$ cat src/rtl/cu_pipe.sv
// cu_pipe: registered RV32I control unit with a one-entry output slot.
//
// Accepts one 32-bit instruction per valid/ready handshake and presents the
// decoded control bundle on the next cycle. The bundle is held while
// out_valid && !out_ready. A one-cycle bubble is inserted when the incoming
// instruction reads the destination of a load that was just issued. A
// synchronous flush kills the output slot and the hazard state.
//
// Optional feature (compile-time macro CU_MEXT_EN): decodes the M extension
// (funct7 = 0000001) as MUL..REMU, ALU codes 36..43. Without the macro those
// encodings decode as illegal.
//
// Ports:
//   clk, reset_n          clock, asynchronous active-low reset
//   flush                 synchronous kill of output slot and hazard flag
//   in_valid/in_ready     instruction handshake; instr is the raw word
//   out_valid/out_ready   decoded bundle handshake
//   alu_cntrl             ALU operation code (63 = illegal / no ALU op)
//   rd, rs1, rs2          raw register fields
//   mem_to_reg            any load; lb: byte load (LB/LBU); sw: any store
//   jump                  JAL; lui_cntrl: LUI
//   branch_en, br_funct3  conditional branch and its condition
//   timer_en, timer_read_reg, timer_ch   timer channel control
//   illegal               undecodable instruction (all enables forced to 0)
module cu_pipe #(
  parameter int unsigned ALU_CW   = 6,
  parameter int unsigned TIMER_CH = 2,
  parameter int unsigned TCH_W    = (TIMER_CH > 1) ? $clog2(TIMER_CH) : 1
) (
  input  logic              clk,
  input  logic              reset_n,
  input  logic              flush,
  input  logic              in_valid,
  output logic              in_ready,
  input  logic [31:0]       instr,
  output logic              out_valid,
  input  logic              out_ready,
  output logic [ALU_CW-1:0] alu_cntrl,
  output logic [4:0]        rd,
  output logic [4:0]        rs1,
  output logic [4:0]        rs2,
  output logic              mem_to_reg,
  output logic              lb,
  output logic              sw,
  output logic              jump,
  output logic              lui_cntrl,
  output logic              branch_en,
  output logic [2:0]        br_funct3,
  output logic              timer_en,
  output logic              timer_read_reg,
  output logic [TCH_W-1:0]  timer_ch,
  output logic              illegal
);

  localparam logic [6:0] OpR      = 7'b0110011;
  localparam logic [6:0] OpImm    = 7'b0010011;
  localparam logic [6:0] OpLoad   = 7'b0000011;
  localparam logic [6:0] OpStore  = 7'b0100011;
  localparam logic [6:0] OpBranch = 7'b1100011;
  localparam logic [6:0] OpJal    = 7'b1101111;
  localparam logic [6:0] OpLui    = 7'b0110111;
  localparam logic [6:0] OpTimer  = 7'b0100101;

  localparam logic [5:0] CodeIllegal = 6'd63;

  typedef struct packed {
    logic [ALU_CW-1:0] alu;
    logic [4:0]        rd;
    logic [4:0]        rs1;
    logic [4:0]        rs2;
    logic              mem_to_reg;
    logic              lb;
    logic              sw;
    logic              jump;
    logic              lui;
    logic              br_en;
    logic [2:0]        br_f3;
    logic              t_en;
    logic              t_rr;
    logic [TCH_W-1:0]  t_ch;
    logic              ill;
  } bundle_t;

  logic [6:0] opc, f7;
  logic [2:0] f3;
  logic [4:0] in_rd, in_rs1, in_rs2;

  assign opc    = instr[6:0];
  assign in_rd  = instr[11:7];
  assign f3     = instr[14:12];
  assign in_rs1 = instr[19:15];
  assign in_rs2 = instr[24:20];
  assign f7     = instr[31:25];

  // Decoder
  logic [5:0]       code;
  logic             ill, is_load, use_rs1, use_rs2;
  logic             d_m2r, d_lb, d_sw, d_jump, d_lui, d_br, d_ten, d_trr;
  logic [2:0]       d_bf3;
  logic [TCH_W-1:0] d_tch;
  bundle_t          bun_d, bun_q;

  always_comb begin
    code    = CodeIllegal;
    ill     = 1'b0;
    is_load = 1'b0;
    use_rs1 = 1'b0;
    use_rs2 = 1'b0;
    d_m2r   = 1'b0;
    d_lb    = 1'b0;
    d_sw    = 1'b0;
    d_jump  = 1'b0;
    d_lui   = 1'b0;
    d_br    = 1'b0;
    d_bf3   = 3'b000;
    d_ten   = 1'b0;
    d_trr   = 1'b0;
    d_tch   = '0;

    case (opc)
      OpR: begin
        use_rs1 = 1'b1;
        use_rs2 = 1'b1;
        if (f7 == 7'b0000000) begin
          case (f3)
            3'b000:  code = 6'd0;
            3'b001:  code = 6'd2;
            3'b010:  code = 6'd3;
            3'b011:  code = 6'd4;
            3'b100:  code = 6'd5;
            3'b101:  code = 6'd6;
            3'b110:  code = 6'd8;
            default: code = 6'd9;
          endcase
        end else if (f7 == 7'b0100000) begin
          // Only SUB and SRA exist with the alternate funct7.
          if (f3 == 3'b000)      code = 6'd1;
          else if (f3 == 3'b101) code = 6'd7;
          else                   ill  = 1'b1;
        end
`ifdef CU_MEXT_EN
        else if (f7 == 7'b0000001) begin
          code = 6'd36 + {3'b000, f3};
        end
`endif
        else begin
          ill = 1'b1;
        end
      end
      OpImm: begin
        use_rs1 = 1'b1;
        // SRLI/SRAI share code 15, so the I-type codes are a plain offset.
        code = 6'd10 + {3'b000, f3};
      end
      OpLoad: begin
        use_rs1 = 1'b1;
        is_load = 1'b1;
        d_m2r   = 1'b1;
        case (f3)
          3'b000:  begin code = 6'd18; d_lb = 1'b1; end
          3'b001:  code = 6'd19;
          3'b010:  code = 6'd20;
          3'b100:  begin code = 6'd21; d_lb = 1'b1; end
          3'b101:  code = 6'd22;
          default: ill  = 1'b1;
        endcase
      end
      OpStore: begin
        use_rs1 = 1'b1;
        use_rs2 = 1'b1;
        d_sw    = 1'b1;
        if (f3 < 3'b011) code = 6'd23 + {3'b000, f3};
        else             ill  = 1'b1;
      end
      OpBranch: begin
        use_rs1 = 1'b1;
        use_rs2 = 1'b1;
        d_br    = 1'b1;
        d_bf3   = f3;
        case (f3)
          3'b000:  code = 6'd26;
          3'b001:  code = 6'd27;
          3'b100:  code = 6'd28;
          3'b101:  code = 6'd29;
          3'b110:  code = 6'd30;
          3'b111:  code = 6'd31;
          default: ill  = 1'b1;
        endcase
      end
      OpJal: begin
        d_jump = 1'b1;
        code   = 6'd32;
      end
      OpLui: begin
        d_lui = 1'b1;
        code  = 6'd35;
      end
      OpTimer: begin
        use_rs1 = 1'b1;
        d_tch   = f7[TCH_W-1:0];
        if ({25'd0, f7} >= TIMER_CH) ill = 1'b1;
        // Enable/disable carry no ALU operation and keep code 63.
        case (f3)
          3'b000:  d_ten = 1'b1;
          3'b001:  begin d_ten = 1'b1; code = 6'd33; end
          3'b010:  begin d_ten = 1'b1; code = 6'd34; end
          3'b100:  begin d_ten = 1'b1; d_trr = 1'b1; code = 6'd33; end
          3'b101:  begin d_ten = 1'b1; d_trr = 1'b1; code = 6'd34; end
          3'b111:  d_ten = 1'b0;
          default: ill   = 1'b1;
        endcase
      end
      default: ill = 1'b1;
    endcase

    // Illegal words keep their register fields but drive no enables.
    if (ill) begin
      code    = CodeIllegal;
      is_load = 1'b0;
      d_m2r   = 1'b0;
      d_lb    = 1'b0;
      d_sw    = 1'b0;
      d_jump  = 1'b0;
      d_lui   = 1'b0;
      d_br    = 1'b0;
      d_bf3   = 3'b000;
      d_ten   = 1'b0;
      d_trr   = 1'b0;
      d_tch   = '0;
    end

    bun_d = '{
      alu:        ALU_CW'(code),
      rd:         in_rd,
      rs1:        in_rs1,
      rs2:        in_rs2,
      mem_to_reg: d_m2r,
      lb:         d_lb,
      sw:         d_sw,
      jump:       d_jump,
      lui:        d_lui,
      br_en:      d_br,
      br_f3:      d_bf3,
      t_en:       d_ten,
      t_rr:       d_trr,
      t_ch:       d_tch,
      ill:        ill
    };
  end

  // Handshake and load-use hazard
  logic       out_valid_q;
  logic       haz_q;
  logic [4:0] rd_last_q;
  logic       free, stall, xfer;

  assign free  = !out_valid_q || out_ready;
  assign stall = haz_q && in_valid &&
                 ((use_rs1 && (in_rs1 == rd_last_q)) || (use_rs2 && (in_rs2 == rd_last_q)));
  assign in_ready = free && !flush && !stall;
  assign xfer     = in_valid && in_ready;

  always_ff @(posedge clk or negedge reset_n) begin
    if (!reset_n) begin
      out_valid_q <= 1'b0;
      haz_q       <= 1'b0;
      rd_last_q   <= 5'd0;
      bun_q       <= '0;
      bun_q.alu   <= '1;
    end else if (flush) begin
      out_valid_q <= 1'b0;
      haz_q       <= 1'b0;
    end else if (xfer) begin
      out_valid_q <= 1'b1;
      bun_q       <= bun_d;
      haz_q       <= is_load && (in_rd != 5'd0);
      rd_last_q   <= in_rd;
    end else if (free) begin
      out_valid_q <= 1'b0;
      // A stall with a free slot is the bubble; the hazard is then resolved.
      if (stall) haz_q <= 1'b0;
    end
  end

  assign out_valid      = out_valid_q;
  assign alu_cntrl      = bun_q.alu;
  assign rd             = bun_q.rd;
  assign rs1            = bun_q.rs1;
  assign rs2            = bun_q.rs2;
  assign mem_to_reg     = bun_q.mem_to_reg;
  assign lb             = bun_q.lb;
  assign sw             = bun_q.sw;
  assign jump           = bun_q.jump;
  assign lui_cntrl      = bun_q.lui;
  assign branch_en      = bun_q.br_en;
  assign br_funct3      = bun_q.br_f3;
  assign timer_en       = bun_q.t_en;
  assign timer_read_reg = bun_q.t_rr;
  assign timer_ch       = bun_q.t_ch;
  assign illegal        = bun_q.ill;

endmodule

$ cat config.mk
export PLATFORM = sky130hd
export DESIGN_NAME = cu_pipe
export DESIGN_NICKNAME = d
export VERILOG_FILES = /design/src/rtl/cu_pipe.sv
export SDC_FILE = /design/constraint.sdc
export NUM_CORES = 1
export LEC_CHECK = 0
export CAP_MARGIN = 0
export CORE_UTILIZATION = 52
export CTS_CLUSTER_DIAMETER = 40
export CTS_CLUSTER_SIZE = 14
export DETAILED_ROUTE_END_ITERATION = 8
export PLACE_DENSITY = 0.95
export SYNTH_ARGS = -nofsm -noshare
export SYNTH_HDL_FRONTEND = slang
export SYNTH_SLANG_ARGS = --single-unit
$ cat constraint.sdc
create_clock -name clk -period 5.7 [get_ports clk]
set_clock_uncertainty 0.2 [all_clocks]
set_input_delay 0.57 -clock clk [delete_from_list [all_inputs] [get_ports clk]]
set_output_delay 0.57 -clock clk [all_outputs]
set_load 0.02 [all_outputs]
== Word-level counts from Yosys, hierarchy flattened ==
Cells that the tools add are included.
Widths: inputs -> output; s select.

* Register bits after elaboration: 36

* Reductions and logical operators: 30
* Bitwise logic cells: 1
* $add $sub $neg: 2
* Magnitude comparators: 2
* Muxes and demuxes: 53
* Equality and inequality tests: 18

{| class="wikitable"
|+ Operator list
! cell !! count
|-
| $pmux 6 s8 || 1
|-
| $mux 1 || 39
|-
| $mux 6 || 6
|-
| $pmux 6 s6 || 1
|-
| $eq 7x6->1 const B || 5
|-
| $pmux 6 s5 || 1
|-
| $pmux 4 s7 || 1
|-
| $reduce_or 6->1 || 3
|-
| $eq 7x7->1 const B || 2
|-
| $eq 3x3->1 const B || 4
|-
| $eq 5x5->1 || 2
|-
| $pmux 5 s2 || 1
|-
| $logic_and 1x1->1 || 8
|-
| $reduce_or 2->1 || 4
|-
| $eq 7x2->1 const B || 1
|-
| $eq 7x5->1 const B || 1
|-
| $ge 7x2->1 const B || 1
|-
| $logic_not 7->1 || 1
|-
| $add 5x3->6 const A || 1
|-
| $eq 3x2->1 const B || 2
|-
| $mux 3 || 2
|-
| $pmux 1 s6 || 1
|-
| $reduce_bool 3->1 || 2
|-
| $reduce_or 3->1 || 2
|-
| 10 further kinds || 14
|}

== Logic depth before layout (Yosys ltp) ==
Gate-level depths: netlist (run 1).

* Word-level depth: 11
* Mapped depth: 11
* Depth with buffers taken out: 9

== Worst setup path after synthesis (run 1) ==
No wires, ideal clock.

* Path kind: input to register
* From: input instr[14]
* To: register bun_q (netlist bit alu_cntrl[3])
* Slack: 2.500 ns
* Data required time: 5.417 ns
* Path buffers: 3
* Setup time: 0.083 ns
* Cell stages on the path: 11
* Arrival: 2.916 ns
* Cell sequence: buf_2 -> buf_1 -> inv_1 -> ha_1 -> a211o_1 -> nand2_1 -> a211oi_1 -> or4_1 -> buf_2 -> a21o_1 -> o32a_1

* Cells in the longest elaborated chain, start to end: 7
* Elaborated cells between the ends (all ways): 35
* Classes of those cells: add/sub (2); order compare (1); eq/ne (7); mux (19); reduce/logical (6)

{| class="wikitable"
|+ RTL lines
! element !! line !! source
|-
| start: declaration || 35 || <nowiki>input logic [31:0] instr,</nowiki>
|-
| $eq 3x3->1 || -- ||
|-
| $mux 6 or $mux 1 (tied branches) || 138 || <nowiki>else if (f3 == 3'b101) code = 6'd7;</nowiki>
|-
| $mux 6 or $mux 1 (tied branches) || 137 || <nowiki>if (f3 == 3'b000) code = 6'd1;</nowiki>
|-
| $mux 6 or $mux 1 (tied branches) || 135 || <nowiki>end else if (f7 == 7'b0100000) begin</nowiki>
|-
| $mux 6 or $mux 1 (tied branches) || 124 || <nowiki>if (f7 == 7'b0000000) begin</nowiki>
|-
| $pmux 6 s8 or $pmux 1 s6 (tied branches) || 120 || <nowiki>case (opc)</nowiki>
|-
| $mux 6 * || 217 || <nowiki>if (ill) begin</nowiki>
|-
| end signal: assignment || 275 || <nowiki>bun_q <= bun_d;</nowiki>
|-
| end: declaration || 101 || <nowiki>bundle_t bun_d, bun_q;</nowiki>
|}

Mark *: on every way between the ends. The rest lies on a longest branch, timed or not.
A chain may end at the register's enable or synchronous reset.

== Final worst setup path (run 1) ==
* From: input instr[5]
* To: output in_ready

* Cells in the longest elaborated chain, start to end: 8
* Elaborated cells between the ends (all ways): 16
* Classes of those cells: eq/ne (6); mux (2); reduce/logical (8)

{| class="wikitable"
|+ RTL lines
! element !! line !! source
|-
| $eq 7x6->1 (tied with other cells) || 120 ||
|-
| $reduce_or 6->1 (no source line) or $reduce_or 3->1 (tied branches) || -- ||
|-
| $mux 1 || 120 ||
|-
| $logic_and 1x1->1 || 259 || <nowiki>((use_rs1 && (in_rs1 == rd_last_q)) || (use_rs2 && (in_rs2 == rd_last_q)));</nowiki>
|-
| $logic_or 1x1->1 * || 259 ||
|-
| $logic_and 1x1->1 * || 258 || <nowiki>assign stall = haz_q && in_valid &&</nowiki>
|-
| $logic_not 1->1 * || 260 || <nowiki>assign in_ready = free && !flush && !stall;</nowiki>
|-
| $logic_and 1x1->1 * || 260 ||
|-
| end: declaration || 34 || <nowiki>output logic in_ready,</nowiki>
|}

Marks and branches as above.

==> results of run 1 <==
[cell usage after synthesis (7+ instances only)]
master and number:
nand2_1 37, dfrtp_1 30, nor2_1 24, a21oi_1 20
clkbuf_1 14, o21ai_0 14, mux2_2 13, nor3_1 13
ha_1 11, xor2_1 8, a211oi_1 7, nor2b_1 7
[placed cells by master, fill, tap and decap left out, types with 5 or more instances in the layout]
cell	count
a211oi_1	7
a21oi_1	20
clkbuf_8	7
clkdlybuf4s50_1	72
dfrtp_1	30
dfstp_2	6
ha_1	11
inv_1	5
mux2_2	13
nand2_1	37
nand2b_1	5
nand3_1	5
nor2_1	24
nor2b_1	7
nor3_1	13
nor4_1	6
o21ai_0	14
xor2_1	8
[logic make-up after synthesis]
group / after synthesis
AND/OR/NAND/NOR: 120
flip-flops: 36
AO/OA/AOI/OAI: 74
buffers and inverters: 25
multiplexers: 15
adder cells (fa/ha/maj): 11
XOR/XNOR: 10
[worst max path at each step]
| stage | start | end | slack [ps] | cells past startpoint |
|---|---|---|---|---|
| floorplan | instr[14] | alu_cntrl[3]$_DFFE_PN1P_ | 2500 | 11 |
| global placement | instr[5] | in_ready | 1510 | 7 |
| detailed placement | instr[5] | in_ready | 1500 | 7 |
| CTS | instr[5] | in_ready | 1480 | 7 |
| global route | instr[5] | in_ready | 1250 | 7 |
| finish | instr[5] | in_ready | 1420 | 7 |
[worst max-delay path, delay by kind of cell]
kind	cells	cell delay, ps
and+or+nand+nor	3	1070
buffers and inverters	2	1540
AOI/OAI and AO/OA	2	330
[metrics by stage]
stage / setup WS [ps] / power, µW / cell area, µm² / util (%)
6_report: 1420 / 714 / 3330 / 74.0
5_1_grt: 1250 / 744 / 3330 / 74.0
4_1_cts: 1480 / 714 / 3330 / 74.0
3_5_place_dp: 1500 / 518 / 3230 / 71.8
3_3_place_gp: 1510 / 514 / 3230 / 71.8
2_1_floorplan: 2500 / 411 / 2510 / -
[layout make-up]
class / instances / area (µm²)
Clock buffer: 8 / 100
Fill cell: 341 / 1170
Inverter: 5 / 18.8
Multi-Input combinational cell: 230 / 1500
Sequential cell: 36 / 908
Tap cell: 52 / 65.1
Timing Repair Buffer: 74 / 736
[metal layers]
metal	global-route usage, %	vias to the layer above	wire length (µm)
li1	-	1195	-
met4	11.3	0	201
met5	0	-	0
met3	5.91	20	574
met1	40.6	1236	3150
met2	50.7	134	3660
[power breakdown]
part	switching [µW]	internal (µW)
sequential	17.1	280
combinational	117	103
clock	87.3	110
total	221	493
==> impl_metrics.tcl, run 1 <==
set metrics [dict create \
    yosys-top-cells-area "dfrtp_1, dfstp_2, mux2_2" \
    yosysWarnings 0 \
    path_max_fanout 21 \
    synth.distinct_cells 53 \
    die_h_um 71.5 \
    dp.final_hpwl_mm 5.60 \
    hp-class "flip-flop to flip-flop" \
    syn_to_final_growth_pct 32.7 \
    syn_avg_cell_area_um2 8.63 \
    cts_tree "yes" \
    initial_core_util_pct 55.7 \
    ys_ff_latch 36 \
    hold_ws_ps 277 \
    synthArstFlopShare_pct 100 \
    cellPowerDensity_nw_per_um2 214 \
    leakagePower_uw 0.00135 \
    cts-hold-fix-buffers 0 \
    maxCapViolations 0 \
    io_buffers 72 \
    seq_area_frac_synth_pct 36.2 \
    fin_crit_sh_pct 75.2 \
    cpPeakStageDelay_ps 970 \
    r2r-start "rd_last_q[0]$_DFFE_PN0P_" \
    cts.clk_slew.worst_paths_ps 70 \
    synth_mux_area_share_pct 6.63 \
    syn_area_um2 2510 \
    grt_max_degree 37 \
    synth_nets 339 \
    fmax_mhz 233 \
    synthCells 291 \
    antenna_found_initial 0 \
    antenna_cells 0 \
    htree_levels 2 \
    period_needed_ps 4280 \
    boundaryPins 73 \
    critPathMostFrequentCell "clkdlybuf4s50_1" \
    largest_register_ffs 6 \
    slew_headroom_pct 45.3 \
    grt_overflow_total 0 \
    r2r_end "sw$_DFFE_PN0P_" \
    nets 400 \
    hp-start "timer_read_reg$_DFFE_PN0P_" \
    finalSetupViolCount 0 \
    crit_path_top_delay_cell "clkdlybuf4s50_1" \
    finalNonFillerCells 405 \
    tightest_slew_ps 818 \
    grt_pass1_wl_mm 12.3 \
    wire_per_inst_um 18.7 \
    synthSimpleGateAreaFrac_pct 23.9 \
    min_delay_path_depth 1 \
    drive_gt1_share_pct 9.92 \
    root_buffer "clkbuf_8" \
    synth_flop_cell "dfrtp_1" \
    clock_latency_ps 290 \
    yosys.area_share.adder_pct 5.48 \
    yosys.area.top_type_share_pct 29.9 \
    crit_chain "clkdlybuf4s50_1, nor4bb_1, nor2b_1, o2111ai_1, nand2_1, a21boi_0, clkdlybuf4s50_1" \
    synthXorXnorAreaFrac_pct 3.49 \
    cts.repair_timing.setup_buffer_count 0 \
    r2r_slack_ps 3070 \
    placed_cells 397 \
    drtIter0Drc 187 \
    yosysTopAreaCell "dfrtp_1" \
    grt_util_all_layers_pct 30.8 \
    synth_top_family_by_area "simple AND/OR/NAND/NOR gates" \
    required_ps 4930 \
    fp.dieW_um 71.5 \
    path_class "input port to output port" \
    synth_edf_count 0 \
    synth_compound_area_share_pct 20.4 \
    numCtsBuffers 5 \
    first_pass_iters 6 \
    setup_tns_ps 0 \
    report.final.slew_viol_count 0 \
    place_congestion 0.958 \
    wl_mm 7.59 \
    row_count 24 \
    cts_resized 0 \
    grt_pass1_vias 2500 \
    vias 2585 \
    final_hold_viol_count 0 \
    core_area_um2 4500 \
    rsz0062_at_grt "false" \
    drc 0 \
    cts.sinks 36 \
    crit_path_end_kind "output port" \
    reg2reg_depth 7 \
    crit_arrival_ps 3510 \
    irDropWorstVdd_v 0.000193 \
    routed_via_density 6.38 \
    drtAntennaViolNets 0 \
    crit_path_start_kind "input port" \
    worstHoldEndpoint "timer_read_reg$_DFFE_PN0P_" \
    cts_buffer_depth 2 \
    status "completed" \
    floorplan.die_area_um2 5110 \
]
Power figures use the tool's default switching activity.
==> run 2: changes to the inputs <==
--- a/config.mk
+++ b/config.mk
@@ -6,11 +6,11 @@
 export NUM_CORES = 1
 export LEC_CHECK = 0
 export CAP_MARGIN = 0
-export CORE_UTILIZATION = 52
+export CORE_UTILIZATION = 48
 export CTS_CLUSTER_DIAMETER = 40
 export CTS_CLUSTER_SIZE = 14
 export DETAILED_ROUTE_END_ITERATION = 8
-export PLACE_DENSITY = 0.95
+export PLACE_DENSITY = 0.89
 export SYNTH_ARGS = -nofsm -noshare
 export SYNTH_HDL_FRONTEND = slang
 export SYNTH_SLANG_ARGS = --single-unit
==> constraint.sdc (replaced) <==
create_clock -name clk -period 4.4 [get_ports clk]
set_clock_uncertainty 0.2 [all_clocks]
set_input_delay 0.44 -clock clk [delete_from_list [all_inputs] [get_ports clk]]
set_output_delay 0.44 -clock clk [all_outputs]
set_load 0.02 [all_outputs]
==> run 2 against run 1 <==
Final area is 2.1% higher. Count of clock-buffer cells in the layout is 2 lower. Total power up 34%. Via count down 0.66%. Core utilization shrank 4.2 points. Routed wire length fell by 1.3%. Worst hold slack better by 10 ps. Critical path type unchanged. Sequential power is 30% higher. Largest power group unchanged. Global-route usage decreased by 2.4 points.
==> impl_metrics.tcl, run 2 (synthesized netlist as in run 1, its figures left out) <==
set metrics [dict create \
    nets 406 \
    report.final.slew_viol_count 0 \
    final_hold_viol_count 0 \
    vias 2568 \
    final_cell_mix "clkdlybuf4s50_1, nand2_1, dfrtp_1, nor2_1, a21oi_1" \
    drive_gt1_share_pct 11.4 \
    drc 0 \
    irDropWorstVdd_v 0.000247 \
    floorplan.die_area_um2 5520 \
    hp-class "flip-flop to flip-flop" \
    grt_util_all_layers_pct 28.4 \
    antenna_cells 0 \
    cts.clk_slew.worst_paths_ps 70 \
    drtIter0Drc 239 \
    maxCapViolations 0 \
    fmax_mhz 274 \
    power_uw 958 \
    path_class "input port to output port" \
    period_needed_ps 3650 \
    placed_cells 418 \
    finalNonFillerCells 426 \
    die_h_um 74.3 \
    leakagePower_uw 0.00138 \
    crit_arrival_ps 3010 \
    postLayoutCoreUtil_pct 69.7 \
    fin_crit_sh_pct 82.9 \
    routed_via_density 6.03 \
    cts_tree "yes" \
    path_max_fanout 12 \
    core_area_um2 4880 \
    root_buffer "clkbuf_8" \
    largest_register_ffs 6 \
    layout_commonest_cell "clkdlybuf4s50_1" \
    cellPowerDensity_nw_per_um2 282 \
    fp.dieW_um 74.3 \
    htree_levels 2 \
    finalSetupViolCount 0 \
    grt_max_degree 37 \
    grt_pass1_wl_mm 11.8 \
    initial_core_util_pct 51.5 \
    rsz0062_at_grt "false" \
    wire_per_inst_um 17.6 \
    grt_pass1_vias 2415 \
    first_pass_iters 5 \
    row_count 25 \
    boundaryPins 73 \
    numCtsBuffers 5 \
    status "completed" \
    dp.final_hpwl_mm 5.67 \
    cts_buffer_depth 2 \
    tightest_slew_ps 839 \
    grt_overflow_total 0 \
    syn_to_final_growth_pct 35.5 \
    io_buffers 72 \
    clock_latency_ps 290 \
    place_congestion 0.952 \
    required_ps 3760 \
    crit_path_end_kind "output port" \
    cts_resized 0 \
    cts.sinks 36 \
    cts.repair_timing.setup_buffer_count 0 \
    slew_headroom_pct 44.1 \
    drtAntennaViolNets 0 \
    cts-hold-fix-buffers 0 \
    wl_mm 7.49 \
    antenna_found_initial 0 \
    setup_tns_ps 0 \
    crit_path_start_kind "input port" \
]
## run 2: path summary, 6_finish.rpt
kind / cells past startpoint / startpoint / slack (ps) / to
min in group asynchronous: 2 / reset_n / 350 / rs1[0]$_DFFE_PN0P_
max in group asynchronous: 2 / reset_n / 3290 / alu_cntrl[4]$_DFFE_PN1P_
worst min register to register: 2 / timer_ch$_DFFE_PN0P_ / 290 / timer_ch$_DFFE_PN0P_
worst min-delay path: 2 / timer_ch$_DFFE_PN0P_ / 290 / timer_ch$_DFFE_PN0P_
worst max-delay path: 7 / instr[5] / 750 / in_ready
worst max register to register: 8 / rd_last_q[0]$_DFFE_PN0P_ / 1780 / lb$_DFFE_PN0P_
## run 2: per-stage QoR
stage / instance area, µm² / hold slack (ps) / setup WS, ps
5_1_grt: 3400 / 316 / 537
3_3_place_gp: 3300 / 261 / 742
6_report: 3400 / 287 / 754
4_1_cts: 3400 / 291 / 803
3_5_place_dp: 3300 / 275 / 631
2_1_floorplan: 2510 / -55.6 / 1330
## run 2: per-layer routing
metal  GRT usage (%)  wire length, µm  vias to the layer above
li1                -                -                     1190
met1            37.3             3180                     1215
met2            46.6             3560                      137
met3            5.42              535                       26
met4            10.9              214                        0
met5               0                0                        -
## run 2: cell type report
| cell class | count | area [µm²] |
|---|---|---|
| Inverter | 5 | 18.8 |
| Tap cell | 67 | 83.8 |
| Timing Repair Buffer | 80 | 781 |
| Fill cell | 386 | 1480 |
| Clock buffer | 6 | 72.6 |
| Sequential cell | 36 | 908 |
| Clock inverter | 2 | 35.0 |
| Multi-Input combinational cell | 230 | 1500 |
## run 2: critical path, stage by stage
cell and delay [ps]:
clkdlybuf4s50_1 760, nor4bb_1 560, nor2b_1 290, o2111ai_1 200, nand2_1 100, a21boi_0 90
clkdlybuf4s50_1 560
## run 2: report_power, final
| part | total [µW] | leakage, µW | internal [µW] | switching, µW |
|---|---|---|---|---|
| logic | 289 | 0.000880 | 137 | 152 |
| clock network | 283 | 0.0000552 | 168 | 115 |
| registers | 386 | 0.000446 | 363 | 23.0 |
| total | 958 | 0.00138 | 667 | 291 |
